$ cat config.mk
export PLATFORM = sky130hd
export DESIGN_NAME = counter_seq_gen
export DESIGN_NICKNAME = d
export VERILOG_FILES = /design/src/rtl/counter_pkg.sv /design/src/rtl/counter_cmd_fifo.sv /design/src/rtl/counter_seq_gen.sv
export SDC_FILE = /design/constraint.sdc
export NUM_CORES = 1
export LEC_CHECK = 0
export ABC_AREA = 0
export BUFFER_PORTS_ARGS = -buffer_cell sky130_fd_sc_hd__buf_2
export CAP_MARGIN = 20
export CORE_AREA = 2 2 86 88
export CTS_CLUSTER_DIAMETER = 60
export DETAILED_ROUTE_END_ITERATION = 8
export DIE_AREA = 0 0 88 90
export PLACE_DENSITY_LB_ADDON = 0.25
export SETUP_SLACK_MARGIN = 0.15
export SLEW_MARGIN = 20
export SYNTH_ARGS = -nofsm -noshare
export SYNTH_HDL_FRONTEND = slang
export SYNTH_HIERARCHICAL = 1
export SYNTH_SLANG_ARGS = --single-unit
$ cat constraint.sdc
create_clock -name clk -period 6.27 [get_ports clk]
set_input_delay 1.881 -clock clk [delete_from_list [all_inputs] [get_ports clk]]
set_output_delay 1.881 -clock clk [all_outputs]
set_load 0.01 [all_outputs]
$ cat src/rtl/counter_pkg.sv
// counter_pkg: shared types and constants for the counter sequence generator.
//   state_t   - sequencer FSM states
//   cmd_t     - command record {mode, len, last} at the default length width;
//               the command FIFO stores commands packed in this field order
//   MODE_UP / MODE_DOWN - direction encodings driven on the mode output
package counter_pkg;

    typedef enum logic [1:0] {
        IDLE  = 2'd0,
        FETCH = 2'd1,
        RUN   = 2'd2,
        DONE  = 2'd3
    } state_t;

    localparam int CMD_LEN_W = 8;

    typedef struct packed {
        logic                 mode;
        logic [CMD_LEN_W-1:0] len;
        logic                 last;
    } cmd_t;

    localparam logic MODE_UP   = 1'b1;
    localparam logic MODE_DOWN = 1'b0;

endpackage

$ cat src/rtl/counter_cmd_fifo.sv
// counter_cmd_fifo: small synchronous FIFO holding packed commands.
// Ports:
//   clk, rst_n      - clock, synchronous active-low reset (empties the FIFO)
//   push, push_data - write one entry (caller guarantees not full)
//   pop, pop_data   - pop_data shows the head entry; pop advances it
//                     (caller guarantees not empty)
//   full, empty     - derived from the registered pointers only
// Handshake: a command is transferred on a cycle where push is high; the
// caller forms push from valid & ready with ready = !full, so a pop in the
// same cycle never makes room for a push.
module counter_cmd_fifo #(
    parameter int DEPTH = 4,
    parameter int WIDTH = 10
) (
    input  logic             clk,
    input  logic             rst_n,
    input  logic             push,
    input  logic [WIDTH-1:0] push_data,
    input  logic             pop,
    output logic [WIDTH-1:0] pop_data,
    output logic             full,
    output logic             empty
);

    localparam int AW = $clog2(DEPTH);

    logic [WIDTH-1:0] mem [DEPTH];
    // One extra pointer bit tells full from empty when the indices match.
    logic [AW:0]      wr_ptr;
    logic [AW:0]      rd_ptr;

    assign empty    = (wr_ptr == rd_ptr);
    assign full     = (wr_ptr[AW] != rd_ptr[AW]) &&
                      (wr_ptr[AW-1:0] == rd_ptr[AW-1:0]);
    assign pop_data = mem[rd_ptr[AW-1:0]];

    always_ff @(posedge clk) begin
        if (!rst_n) begin
            wr_ptr <= '0;
            rd_ptr <= '0;
        end else begin
            if (push && !full) begin
                mem[wr_ptr[AW-1:0]] <= push_data;
                wr_ptr              <= wr_ptr + 1'b1;
            end
            if (pop && !empty) begin
                rd_ptr <= rd_ptr + 1'b1;
            end
        end
    end

endmodule

$ cat src/rtl/counter_seq_gen.sv
// counter_seq_gen: queues {mode, len, last} commands and plays them out as
// en/mode pulses to a downstream up/down counter, while predicting the value
// that counter will hold.
// Ports:
//   clk, rst_n                  - clock, synchronous active-low reset
//   start                       - begin executing queued commands (IDLE/DONE)
//   cmd_valid/cmd_ready         - command handshake, fields cmd_mode/len/last
//   en, mode                    - registered counter enable and direction
//   busy                        - FSM in FETCH or RUN
//   seq_done                    - FSM in DONE
//   exp_count                   - predicted counter value after all enables
//   state                       - current FSM state (debug observation)
module counter_seq_gen
    import counter_pkg::*;
#(
    parameter int WIDTH = 8,
    parameter int DEPTH = 4,
    parameter int LEN_W = 8
) (
    input  logic             clk,
    input  logic             rst_n,
    input  logic             start,
    input  logic             cmd_valid,
    output logic             cmd_ready,
    input  logic             cmd_mode,
    input  logic [LEN_W-1:0] cmd_len,
    input  logic             cmd_last,
    output logic             en,
    output logic             mode,
    output logic             busy,
    output logic             seq_done,
    output logic [WIDTH-1:0] exp_count,
    output state_t           state
);

    localparam int CMD_W = LEN_W + 2;

    logic [CMD_W-1:0] push_data;
    logic [CMD_W-1:0] pop_data;
    logic             push;
    logic             pop;
    logic             full;
    logic             empty;

    logic             pop_mode;
    logic [LEN_W-1:0] pop_len;
    logic             pop_last;

    state_t           state_d;
    logic             en_d;
    logic             mode_d;
    logic [LEN_W-1:0] rem;
    logic [LEN_W-1:0] rem_d;
    logic             last_q;
    logic             last_d;

    // Commands are packed in cmd_t field order: {mode, len, last}.
    assign push_data = {cmd_mode, cmd_len, cmd_last};
    assign cmd_ready = !full;
    // Nothing is accepted while reset is asserted.
    assign push      = cmd_valid && cmd_ready && rst_n;

    assign pop_mode  = pop_data[CMD_W-1];
    assign pop_len   = pop_data[CMD_W-2:1];
    assign pop_last  = pop_data[0];

    counter_cmd_fifo #(
        .DEPTH (DEPTH),
        .WIDTH (CMD_W)
    ) u_fifo (
        .clk       (clk),
        .rst_n     (rst_n),
        .push      (push),
        .push_data (push_data),
        .pop       (pop),
        .pop_data  (pop_data),
        .full      (full),
        .empty     (empty)
    );

    assign busy     = (state == FETCH) || (state == RUN);
    assign seq_done = (state == DONE);

    // en is computed one cycle ahead so the registered en is high for every
    // RUN cycle: set on the FETCH->RUN transition, dropped when the last
    // remaining cycle of the command is being played.
    always_comb begin
        state_d = state;
        en_d    = 1'b0;
        mode_d  = mode;
        rem_d   = rem;
        last_d  = last_q;
        pop     = 1'b0;
        case (state)
            IDLE: begin
                if (start) state_d = FETCH;
            end
            FETCH: begin
                if (!empty) begin
                    pop    = 1'b1;
                    last_d = pop_last;
                    if (pop_len != '0) begin
                        state_d = RUN;
                        en_d    = 1'b1;
                        mode_d  = pop_mode;
                        rem_d   = pop_len;
                    end else if (pop_last) begin
                        state_d = DONE;
                    end
                end
            end
            RUN: begin
                // rem counts down from len to 1, so an all-ones length never
                // needs a wider counter.
                rem_d = rem - 1'b1;
                if (rem == LEN_W'(1)) begin
                    state_d = last_q ? DONE : FETCH;
                end else begin
                    en_d = 1'b1;
                end
            end
            DONE: begin
                if (start) state_d = FETCH;
            end
            default: state_d = IDLE;
        endcase
    end

    always_ff @(posedge clk) begin
        if (!rst_n) begin
            state     <= IDLE;
            en        <= 1'b0;
            mode      <= MODE_UP;
            rem       <= '0;
            last_q    <= 1'b0;
            exp_count <= '0;
        end else begin
            state  <= state_d;
            en     <= en_d;
            mode   <= mode_d;
            rem    <= rem_d;
            last_q <= last_d;
            // Track the downstream counter: it samples en/mode on this edge.
            if (en) begin
                if (mode == MODE_UP) exp_count <= exp_count + 1'b1;
                else                 exp_count <= exp_count - 1'b1;
            end
        end
    end

endmodule

==> flow_metrics.py <==
metrics = {
    "clock_network": {
        "cts_setup_buffers": 0,
        "clock-sinks": 69,
        "cts_buffers": 9,
        "cts.repair.resized": 0,
        "cts_tree": "yes",
        "clk-insertion-delay-late_ns": 0.35,
        "cts_buffer_depth": 2,
        "clk_pin_slew_ns": 0.07,
        "cts-root-buf": "clkbuf_8",
        "htree_levels": 3,
        "postCtsHoldBufs": 0,
    },
    "final_layout": {
        "design_area_um2": 3910,
        "antenna_cells": 0,
        "finalNetCount": 352,
        "syn_to_final_growth_pct": 11.3,
        "drive_above_1_share_pct": 20.6,
        "fillers": 598,
        "final_util_pct": 55.7,
    },
    "synthesis": {
        "synth_compound_area_share_pct": 13.7,
        "ys.flop_type": "edfxtp_1",
        "synth.area.top_cells": "edfxtp_1 34%, dfxtp_1 17%, mux4_2 6.4%, ha_1 5.7%, nand2_1 2.6%",
        "synth_cell_type_count": 61,
        "synth_top_area_share_pct": 34.2,
        "synth-xor-area-share_pct": 2.74,
        "synth-simple-area-share_pct": 13.9,
        "netlist_area_um2": 3510,
        "synth_common_cells": "40 x edfxtp_1, 29 x dfxtp_1, 24 x nand2_1",
        "synthMuxAreaShare_pct": 8.73,
        "ys_warn_count": 6,
        "syn_nets": 326,
        "synth_edf_count": 40,
        "syn_area_per_cell_um2": 11.9,
        "yosysSeqAreaShare_pct": 50.7,
        "synth_top_family_by_area": "simple AND/OR/NAND/NOR gates",
        "netlist_instances": 295,
        "synth.most_common_cell": "edfxtp_1",
        "synth_fa_ha_area_share_pct": 6.27,
        "synth_top_area_cell": "edfxtp_1",
        "synthArstFlopShare_pct": 0,
        "ys_ff_latch": 69,
    },
    "pwr": {
        "pwr_density_cell_nw_per_um2": 331,
        "fin_total_pwr_mw": 1.29,
        "vdd_drop_max_mv": 0.155,
        "power.leakage_nw": 1.48,
    },
    "global_route": {
        "grt_pass1_vias": 2221,
        "antenna_found_initial": 0,
        "grt_usage_pct": 17.3,
        "grt_first_pass_wirelength_mm": 10.7,
        "overflow": 0,
        "grt_max_degree": 41,
    },
    "worst_hold_path": {
        "hp-class": "reg -> reg",
    },
    "route": {
        "via_per_inst": 5.56,
        "route.final.wire_length_mm": 6.35,
        "drt-initial-drc-count": 70,
        "num_vias": 2365,
        "firstDrtPassIters": 4,
        "post-route-drc-count": 0,
        "postRouteAntennaNets": 0,
        "wl_per_cell_um": 14.9,
    },
    "floorplan": {
        "core_area_um2": 7020,
        "dieArea_um2": 7920,
        "initial_core_util_pct": 50.0,
        "die_x_um": 88,
        "die_h_um": 90,
        "ioPinCount": 29,
        "std_cell_rows": 31,
    },
    "sta": {
        "finalHoldViolCount": 0,
        "setup_tns_ns": 0,
        "fin_crit_sh_pct": 58.7,
        "fin_hold_ws_ns": 0.469,
        "min_period_ns": 3.68,
        "finalClockSkew_ns": 0.0116,
        "fmax_mhz": 272,
        "slew_violations": 0,
        "rsz0062_at_grt": "no",
        "relSlewSlack_pct": 47.9,
        "max_slew.worst_pin.slew_ns": 0.781,
        "finalSetupViolations": 0,
    },
    "worst_setup_path": {
        "cp-start-kind": "register",
        "crit_required_ns": 4.39,
        "critPathKind": "reg -> out",
        "cp_max_fo": 8,
        "end_kind": "output pin",
        "worstPathArrival_ns": 1.80,
        "ff2ff_setup_slack_ns": 3.44,
    },
    "placed_design": {
        "gp_congestion": 0.747,
        "placed_cell_area_um2": 3710,
        "dp_hpwl_mm": 4.50,
        "numPortBuffers": 28,
    },
    "run": {
        "cap_violations": 0,
    },
    "outcome": {
        "status": "complete, no violations",
    },
}
## layout by cell type, fill, tap and decap left out, types with 3 or more instances in the layout
master and n:
nand4_1 3, buf_2 28, mux4_2 10, edfxtp_1 40, o21a_1 5, dfxtp_1 29, and3b_1 3, a21o_1 3
and4_1 4, nand2b_1 3, o21ai_1 3, nor2b_1 7, nand2_1 24, o211ai_1 6, xnor2_1 5, o21ai_0 15
a21oi_1 8, mux2i_1 7, a31oi_1 4, ha_1 16, nor2_1 7, a21boi_0 8, xor2_1 6, nand3_1 10
clkbuf_8 9, inv_1 20
## worst max-delay path: stages, from the launching register on
cell and delay [ns]:
dfxtp_1 0.40, xnor2_1 0.56, nand3_2 0.23, inv_1 0.10
inv_1 0.04, buf_2 0.13
## power breakdown
part	internal, mW	switching (mW)	total (mW)
Combinational	0.158	0.204	0.362
Sequential	0.514	0.0512	0.565
Clock	0.186	0.179	0.366
Total	0.858	0.435	1.29
## through the flow
step	setup WS, ns	cells
detailed placement	2.51	409
CTS	2.63	425
global route	2.46	425
floorplan	3.08	295
global placement	2.57	409
finish	2.59	425
## flip-flops by register name, indices dropped and copies added (netlist names), named ones only
signal / cells
state: 2
exp_count: 8
last_q: 1
mode: 1
rem: 8
u_fifo/rd_ptr: 3
u_fifo/mem: 40
en: 1
u_fifo/wr_ptr: 3
## cells by family after synthesis
family | count (synthesis)
simple gates | 80
fa+ha+maj | 17
flops | 69
mux | 18
buf+inv | 33
compound gates | 67
xor+xnor | 11
## layer usage
layer	vias up	global-route usage [%]	wire length, um
li1	1155	-	-
met1	1164	25.8	3250
met2	37	24.5	2850
met3	9	4.13	175
met4	0	6.15	68
met5	-	0	0
## path summary, 6_finish.rpt
path	endpoint	start	cells past startpoint
setup / recovery	cmd_ready	u_fifo/wr_ptr[0]$_SDFFE_PN0P_	5
hold / removal	exp_count[7]$_SDFFE_PN0P_	exp_count[7]$_SDFFE_PN0P_	2
setup reg to reg	rem[3]$_SDFFE_PN0P_	u_fifo/wr_ptr[0]$_SDFFE_PN0P_	8
hold reg to reg	exp_count[7]$_SDFFE_PN0P_	exp_count[7]$_SDFFE_PN0P_	2
## final cells by class
cell class                 instances  area (um^2)  share of cell area (%)
timing repair buffer              28          140                    3.58
tap                               99          124                    3.17
sequential                        69         1780                    45.6
clock buffer                      10          128                    3.26
clock inverter                     6         71.3                    1.82
multi-input combinational        193         1590                    40.7
inverter                          20         75.1                    1.92
Note: power is estimated with default switching activity, not from simulation.
